===== config.mk =====
export PLATFORM = sky130hd
export DESIGN_NAME = powerup_ctrl
export DESIGN_NICKNAME = d
export VERILOG_FILES = /design/src/rtl/pong_pkg.sv /design/src/rtl/lfsr16.sv /design/src/rtl/powerup_ctrl.sv
export SDC_FILE = /design/constraint.sdc
export NUM_CORES = 1
export LEC_CHECK = 0
export ABC_AREA = 1
export ABC_CLOCK_PERIOD_IN_PS = 2940
export CAP_MARGIN = 20
export CORE_MARGIN = 2
export CORE_UTILIZATION = 25
export CTS_CLUSTER_SIZE = 25
export DETAILED_ROUTE_END_ITERATION = 16
export PLACE_DENSITY_LB_ADDON = 0.3
export SYNTH_ARGS = -nofsm -noshare
export SYNTH_HDL_FRONTEND = slang
export SYNTH_SLANG_ARGS = --single-unit

===== constraint.sdc =====
create_clock -name clk -period 2.94 [get_ports clk]
set_clock_uncertainty 0.15 [all_clocks]
set_input_delay 0.735 -clock clk [delete_from_list [all_inputs] [get_ports clk]]
set_output_delay 0.735 -clock clk [all_outputs]
set_load 0.01 [all_outputs]

===== src/rtl/pong_pkg.sv =====
// Shared definitions for the Pong datapath: FSM encoding, LFSR constants and screen size.
package pong_pkg;

    typedef enum logic [1:0] {
        IDLE   = 2'd0,
        SPAWN  = 2'd1,
        LIVE   = 2'd2,
        ACTIVE = 2'd3
    } pu_state_t;

    localparam logic [15:0] LFSR_SEED = 16'hACE1;
    // x^16 + x^14 + x^13 + x^11 + 1, expressed as register bits 15/13/12/10
    localparam logic [15:0] LFSR_TAPS = 16'hB400;

    localparam int H_ACTIVE = 1024;
    localparam int V_ACTIVE = 768;

    function automatic logic [15:0] lfsr_step(input logic [15:0] s);
        return {s[14:0], ^(s & LFSR_TAPS)};
    endfunction

endpackage


===== src/rtl/lfsr16.sv =====
// Free-running 16-bit Fibonacci LFSR shared by the random-event blocks.
module lfsr16
    import pong_pkg::*;
(
    input  logic        clk,
    input  logic        reset,
    output logic [15:0] q
);

    logic [15:0] q_q;
    logic [15:0] q_d;

    // The all-zero state is a lock-up point; fall back to the seed if it is ever reached.
    always_comb begin
        q_d = lfsr_step(q_q);
        if (q_d == 16'h0000) begin
            q_d = LFSR_SEED;
        end
    end

    always_ff @(posedge clk or negedge reset) begin
        if (!reset) begin
            q_q <= LFSR_SEED;
        end else begin
            q_q <= q_d;
        end
    end

    assign q = q_q;

endmodule


===== src/rtl/powerup_ctrl.sv =====
// Power-up scheduler: spawns the pack at a random position, detects the ball eating it,
// and times the shield grant for the player who last hit the ball.
//   state  | meaning
//   IDLE   | waiting SPAWN_DELAY frames before the next pack
//   SPAWN  | one-cycle spawn strobe; randx/randy were loaded on entry
//   LIVE   | pack on screen, overlap tested every cycle, withdrawn after LIFETIME frames
//   ACTIVE | shield held for ACTIVE_FRAMES frames
module powerup_ctrl
    import pong_pkg::*;
#(
    parameter int          WIDTH         = 20,
    parameter int          HEIGHT        = 20,
    parameter int          BALL_SIZE     = 16,
    parameter logic [10:0] XMIN          = 11'd256,
    parameter logic [9:0]  YMIN          = 10'd128,
    parameter logic [9:0]  SPAWN_DELAY   = 10'd300,
    parameter logic [9:0]  LIFETIME      = 10'd600,
    parameter logic [9:0]  ACTIVE_FRAMES = 10'd480
) (
    input  logic        clk,
    input  logic        reset,
    input  logic        game_on,
    input  logic        frame_tick,
    input  logic [10:0] ball_x,
    input  logic [9:0]  ball_y,
    input  logic        last_hit,
    output logic        spawn,
    output logic [10:0] randx,
    output logic [9:0]  randy,
    output logic        eaten,
    output logic        shield_p1,
    output logic        shield_p2
);

    pu_state_t   state_q, state_d;
    logic [9:0]  frame_cnt_q, frame_cnt_d;
    logic [10:0] randx_q, randx_d;
    logic [9:0]  randy_q, randy_d;
    logic        spawn_q, spawn_d;
    logic        eaten_q, eaten_d;
    logic        shield_p1_q, shield_p1_d;
    logic        shield_p2_q, shield_p2_d;

    logic [15:0] lfsr_q;
    logic [11:0] px_lo, px_hi, bx_lo, bx_hi;
    logic [10:0] py_lo, py_hi, by_lo, by_hi;
    logic        overlap;
    logic [9:0]  frame_cnt_inc;
    logic        idle_done, live_expire, active_done;

    lfsr16 u_lfsr (
        .clk   (clk),
        .reset (reset),
        .q     (lfsr_q)
    );

    // One bit of headroom on every edge so the sums cannot wrap.
    assign px_lo = {1'b0, randx_q};
    assign px_hi = {1'b0, randx_q} + 12'(WIDTH);
    assign bx_lo = {1'b0, ball_x};
    assign bx_hi = {1'b0, ball_x} + 12'(BALL_SIZE);
    assign py_lo = {1'b0, randy_q};
    assign py_hi = {1'b0, randy_q} + 11'(HEIGHT);
    assign by_lo = {1'b0, ball_y};
    assign by_hi = {1'b0, ball_y} + 11'(BALL_SIZE);

    assign overlap = (bx_lo < px_hi) && (bx_hi > px_lo) && (by_lo < py_hi) && (by_hi > py_lo);

    assign frame_cnt_inc = (frame_cnt_q == 10'h3FF) ? frame_cnt_q : frame_cnt_q + 10'd1;
    assign idle_done     = frame_tick && (frame_cnt_q == SPAWN_DELAY - 10'd1);
    assign live_expire   = frame_tick && (frame_cnt_q == LIFETIME - 10'd1);
    assign active_done   = frame_tick && (frame_cnt_q == ACTIVE_FRAMES - 10'd1);

    always_comb begin
        state_d     = state_q;
        randx_d     = randx_q;
        randy_d     = randy_q;
        spawn_d     = 1'b0;
        eaten_d     = 1'b0;
        shield_p1_d = shield_p1_q;
        shield_p2_d = shield_p2_q;

        if (!game_on) begin
            state_d     = IDLE;
            shield_p1_d = 1'b0;
            shield_p2_d = 1'b0;
            eaten_d     = (state_q == LIVE);
        end else begin
            case (state_q)
                IDLE: begin
                    // Position is loaded on entry to SPAWN so it is valid while spawn is high.
                    if (idle_done) begin
                        state_d = SPAWN;
                        spawn_d = 1'b1;
                        randx_d = XMIN + {2'b00, lfsr_q[8:0]};
                        randy_d = YMIN + {3'b000, lfsr_q[15:9]};
                    end
                end
                SPAWN: begin
                    state_d = LIVE;
                end
                LIVE: begin
                    if (overlap) begin
                        state_d     = ACTIVE;
                        eaten_d     = 1'b1;
                        shield_p1_d = ~last_hit;
                        shield_p2_d = last_hit;
                    end else if (live_expire) begin
                        state_d = IDLE;
                        eaten_d = 1'b1;
                    end
                end
                ACTIVE: begin
                    if (active_done) begin
                        state_d     = IDLE;
                        shield_p1_d = 1'b0;
                        shield_p2_d = 1'b0;
                    end
                end
                default: begin
                    state_d = IDLE;
                end
            endcase
        end

        if (!game_on || (state_d != state_q)) begin
            frame_cnt_d = 10'd0;
        end else if (frame_tick) begin
            frame_cnt_d = frame_cnt_inc;
        end else begin
            frame_cnt_d = frame_cnt_q;
        end
    end

    always_ff @(posedge clk or negedge reset) begin
        if (!reset) begin
            state_q     <= IDLE;
            frame_cnt_q <= 10'd0;
            randx_q     <= 11'd0;
            randy_q     <= 10'd0;
            spawn_q     <= 1'b0;
            eaten_q     <= 1'b0;
            shield_p1_q <= 1'b0;
            shield_p2_q <= 1'b0;
        end else begin
            state_q     <= state_d;
            frame_cnt_q <= frame_cnt_d;
            randx_q     <= randx_d;
            randy_q     <= randy_d;
            spawn_q     <= spawn_d;
            eaten_q     <= eaten_d;
            shield_p1_q <= shield_p1_d;
            shield_p2_q <= shield_p2_d;
        end
    end

    assign spawn     = spawn_q;
    assign randx     = randx_q;
    assign randy     = randy_q;
    assign eaten     = eaten_q;
    assign shield_p1 = shield_p1_q;
    assign shield_p2 = shield_p2_q;

endmodule


---- Word-level counts from Yosys, hierarchy flattened ----
Cells that the tools add are included.
storage, ports and cells
  register bits after elaboration ......... 53
  output and inout port bits .............. 25
  logic and storage cells ................. 72
cells by class
  add/subtract/negate cells ............... 7
  magnitude comparators ................... 4
  eq/ne operators ......................... 12
  mux-type cells .......................... 24
  bitwise operators ....................... 1
  reductions and logical operators ........ 15
operators by type and width
  operator               count
  $mux 10                3
  $add 11x5->12 const B  2
  $add 10x5->11 const B  2
  $eq 10x10->1 const B   2
  $eq 10x9->1 const B    2
  $logic_not 16->1       1
  $mux 16                1
  $reduce_xor 16->1      1
  $gt 12x11->1           1
  $lt 11x12->1           1
  $mux 1                 12
  $gt 11x10->1           1
  $lt 10x11->1           1
  $add 10x1->10 const B  1
  $add 9x9->10 const A   1
  $mux 2                 5
  $add 8x7->9 const A    1
  $pmux 2 s4             1
  $logic_and 1x1->1      6
  $ne 3x3->1 const B     2
  $reduce_and 3->1       2
  $eq 2x2->1 const B     2
  $pmux 1 s2             2
  $ne 3x1->1 const B     1
  other kinds (9)        9

---- Depth between registers and ports, before layout ----
  word-level depth ........................ 12
  depth in mapped cells ................... 22

---- By module ----
From an unflattened synthesis, not the netlist that was laid out.
second synthesis, totals
  cells, all modules ...................... 434
  area total of the unflattened synthesis .. 3493.4 µm²
by module, submodules not included
  module        times used  cells an instance  area an instance (µm²)  seq. area each (µm²)
  powerup_ctrl  1           368                2872.8                  850.8
  lfsr16        1           66                 620.6                   410.4

---- Worst setup path before layout ----
OpenSTA, ideal clock, no wires.
  path type ............................... register to register
  start point ............................. register randx_q[2] (netlist: randx[2])
  end point ............................... register frame_cnt_q[8]
  arrival ................................. 2.634 ns
  data required time ...................... 2.725 ns
  setup slack ............................. 0.091 ns
  cell stages (with the launch flop) ...... 20
  clock period less this slack ............ 2.849 ns
  cell sequence ........................... dfrtp_1 > inv_1 > o21ai_0 > nand3_1 > nor3_1 > xor2_1 > ha_1 > a21o_1 > a21oi_1 > nand3_1 > a21oi_2 > nand3_2 > nand2_2 > nand2_2 > nand2_2 > nand2_2 > nor2_4 > buf_6 > nand3_1 > nand2_1
between the ends
  cells in the longest elaborated chain, start to end .. 12
RTL lines
  item                                                                     RTL line             text
  start, declared                                                          powerup_ctrl.sv:37   logic [10:0] randx_q, randx_d;
  start signal, assigned                                                   powerup_ctrl.sv:148  randx_q <= randx_d;
  $add 11x5->12                                                            powerup_ctrl.sv:59   assign px_hi = {1'b0, randx_q} + 12'(WIDTH);
  $lt 11x12->1                                                             powerup_ctrl.sv:67   assign overlap = (bx_lo < px_hi) && (bx_hi > px_lo) && (by_lo < py_hi) && (by_hi > py_lo);
  $logic_and 1x1->1 * (3 in series)                                        powerup_ctrl.sv:67
  $mux 2 *                                                                 powerup_ctrl.sv:103  if (overlap) begin
  $pmux 2 s4 *                                                             powerup_ctrl.sv:89   case (state_q)
  $mux 2 *                                                                 powerup_ctrl.sv:83   if (!game_on) begin
  $ne 2x2->1 *                                                             powerup_ctrl.sv:126  if (!game_on || (state_d != state_q)) begin
  $logic_or 1x1->1 *                                                       powerup_ctrl.sv:126
  $ne 2x1->1 (no source line) / $reduce_bool 2->1 (equally long branches)  -
  $reduce_and 2->1 (no source line)                                        -
  end signal, assigned                                                     powerup_ctrl.sv:147  frame_cnt_q <= frame_cnt_d;
  end, declared                                                            powerup_ctrl.sv:36   logic [9:0] frame_cnt_q, frame_cnt_d;
Every way passes the cells marked *; elsewhere a longest branch is shown, timed or not.
A chain may end at the register's enable or synchronous reset.

---- Worst setup path in the final report ----
  start point ............................. register randx_q[3] (netlist: randx[3])
  end point ............................... register frame_cnt_q[6]
The elaborated chain is that of the path after synthesis.

==> out/summary.txt <==
largest net degree at the start of global routing = 31
clock root buffer = clkbuf_16
total grt overflow = 0
Pre-Repair DR Iteration Count = 4
# port buffers = 47
sequential cell fraction of total power = 0.453
Critical R2R Launch = randx[3]
IO Pins = 51
Syn Std Cell Area = 0.003430 mm2
CTS max path bufs = 2
Routability Congestion = 0.8590
top post-synthesis cells by area = dfrtp_1 31%, ha_1 14%, nand2_1 9.6%
unrepaired setup endpoints after global routing = true
Fmax = 0.3441 GHz
Die Y = 121.1 um
GRT Util Overall = 0.1132
sw power = 0.4083 mW
top cell type's share of synthesized area = 0.3065
row count = 42
cell at the slowest stage of the critical path = dfrtp_1
CTS Sinks = 50
cell-internal power = 1.162 mW
Tightest Pin Transition = 0.6742 ns
period utilisation layout = 0.9885
Via Count = 2986
WL final = 8185 um
YS warnings = 0
cts bufs inserted = 5
initial drt markers = 152
nets = 582
crit path time final = 2.906 ns
total power draw = 1.571 mW
cell area after placement = 0.004319 mm2
Setup-failing EPs final = 0
Hold Vio Cnt, Final = 0
Post-Layout Inst Area = 0.004761 mm2
Leak Pwr = 2.326 nW
Detail Placement HPWL = 6357 um
combinational power share = 0.168
Synth Area per Inst = 7.976 um2
Core ar. = 0.01330 mm2
DR WL/cell = 11.79 um
Setup Slack @ Placement = -0.5991 ns
Die Span X = 121.1 um
vias in the first global route = 2950
Syn Inst Count = 430
worst path required time = 3.02 ns
CP Launch Type = register
Clk pwr share = 0.379
vias per cell = 4.303
CTS clock-pin slew for the worst setup and hold paths = 0.07 ns
CP Max Fanout = 5
crit end category = register
H-tree lvl count = 2
status = finished clean
Hold Crit Class = register to register
first-pass GRT wire length = 13570 um
Peak VDD IR = 0.2018 mV
initial antenna violation count = 0
fin worst setup slack = 0.03373 ns
drt drc = 0
fin. max-slew vios = 0
sw frac = 0.2600
Worst EP arrival = 2.98 ns
CP peak stage delay = 0.40 ns
Max-Cap Viols = 0
# diodes = 0
Initial Utilization = 0.2580
share of layout cells above drive strength 1 = 0.2548
Post-CTS Hold Fix Bufs = 0
cell taking the most area after synthesis = dfrtp_1
register area share after synthesis = 0.3677
worst skew pair latency = 0.29 ns
PwrDens = 329.9 mW/mm2
Die ar. = 0.01467 mm2
Synth Register Bits = 50
Layout area overhead = 38.82%
post-synth cell types = 33
Setup crit start = randx[3]
setup TNS = 0 ns
hold path startpoint = u_lfsr.q[7]
Antenna Nets Post-Route = 0
TritonCTS clock tree = done
type of the worst setup path = register to register
relative slew slack = 0.5505
cell-by-cell trace of the critical path = buf_6 > ha_4 > o21ai_2 > buf_6 > nor2_4 > nand2_1 > xor2_1 > ha_1 > nand3_2 > nor3_1 > nand2_1 > nand3_2 > a21oi_4 > nand3_2 > nand2_2 > nand2_2 > nand2_2 > nand2_2 > nor2_4 > buf_6 > nand3_2 > nand2_1
[worst max-delay path: cells and delay by family (launching register included)]
family | cells | cell delay, ns
compound gates | 2 | 0.30
xor+xnor | 1 | 0.15
fa+ha+maj | 2 | 0.40
buf+inv | 3 | 0.41
flops | 1 | 0.40
simple gates | 14 | 1.03
[worst paths after layout]
kind | end | slack (ns) | cells past startpoint
max reg2reg | frame_cnt_q[6] | 0.03 | 22
min | u_lfsr.q[8] | 0.26 | 0
min reg2reg | u_lfsr.q[8] | 0.26 | 0
max in group asynchronous | u_lfsr.q[11] | 1.64 | 2
min in group asynchronous | shield_p1 | 0.33 | 1
max | frame_cnt_q[6] | 0.03 | 22
[per-layer routing]
layer,part of all wire,global-route usage
met5,0,0
met4,0.011,0.03270
met3,0.025,0.01175
met2,0.51,0.1984
met1,0.46,0.1467
[kinds of logic (layout without fill, tap and decap cells)]
kind of cell               Yosys count  in the layout  synth area share
and+or+nand+nor                    183            183            0.2433
buffers and inverters               83            169            0.1007
DFF                                 50             50            0.3677
AOI/OAI and AO/OA                   46             46           0.07333
adders and majority gates           39             39            0.1423
xor gates and xnor gates            28             28           0.07151
other                                1              3          0.001093
[synthesized netlist by cell type (all sizes together)]
| master | count |
|---|---|
| nor4 | 6 |
| nor2 | 28 |
| dfstp | 8 |
| o21bai | 1 |
| o21ai | 21 |
| inv | 65 |
| xor2 | 23 |
| nor3 | 8 |
| buf | 9 |
| a21o | 3 |
| nand3 | 31 |
| nand3b | 3 |
| dfrtp | 42 |
| ha | 39 |
| a311oi | 1 |
| a21oi | 20 |
| nand2 | 95 |
| conb | 1 |
| nand4 | 9 |
| clkbuf | 9 |
| xnor2 | 5 |
| or2 | 3 |
[final cells by class]
type,count,area [um2]
Fill cell,1334,8534
Multi-Input combinational cell,299,2024
Sequential cell,50,1261
Timing Repair Buffer,96,849.6
Inverter,65,249.0
Tap cell,176,220.2
Clock buffer,6,138.9
Clock inverter,2,17.52
[sequential cells by signal, indices dropped and copies added, names as in the netlist]
signal and flops:
randx 10, randy 8, shield_p1 1, frame_cnt_q 10, state_q 2, shield_p2 1, eaten 1, spawn 1
u_lfsr.q 16
[stage by stage]
step	hold WS [ns]	utilization	std cells
after floorplan	0.2829	-	432
after global placement	0.2440	0.3249	676
after detailed placement	0.2424	0.3249	676
after CTS	0.2604	0.3488	693
after global routing	0.2654	0.3581	694
final	0.2596	0.3581	694
[layout by cell type, fill, tap and decap left out, drive strengths merged]
| cell type | synthesis | layout |
|---|---|---|
| a21o | 3 | 3 |
| a21oi | 20 | 20 |
| a311oi | 1 | 1 |
| buf | 9 | 50 |
| clkbuf | 9 | 6 |
| clkdlybuf4s15 | 0 | 2 |
| clkdlybuf4s50 | 0 | 39 |
| clkinv | 0 | 2 |
| conb | 1 | 3 |
| dfrtp | 42 | 42 |
| dfstp | 8 | 8 |
| dlygate4sd2 | 0 | 5 |
| ha | 39 | 39 |
| inv | 65 | 65 |
| nand2 | 95 | 95 |
| nand3 | 31 | 31 |
| nand3b | 3 | 3 |
| nand4 | 9 | 9 |
| nor2 | 28 | 28 |
| nor3 | 8 | 8 |
| nor4 | 6 | 6 |
| o21ai | 21 | 21 |
| o21bai | 1 | 1 |
| or2 | 3 | 3 |
| xnor2 | 5 | 5 |
| xor2 | 23 | 23 |
[what timing repair did]
action | CTS | global route
buffers inserted | 8 | 1
pin swaps | 18 | 22
gates cloned | 1 | 0
setup endpoints to repair | 13 | 13
gates resized for setup | 37 | 33
[power by group through the flow]
| stage | clock (mW) | combinational [mW] | sequential [mW] |
|---|---|---|---|
| 2_1_floorplan | 0 | 0.120 | 0.720 |
| 3_3_place_gp | 0 | 0.216 | 0.723 |
| 3_5_place_dp | 0 | 0.219 | 0.724 |
| 4_1_cts | 0.609 | 0.244 | 0.711 |
| 5_1_grt | 0.645 | 0.293 | 0.713 |
| 6_report | 0.595 | 0.264 | 0.711 |
(Power assumes the default switching activity.)
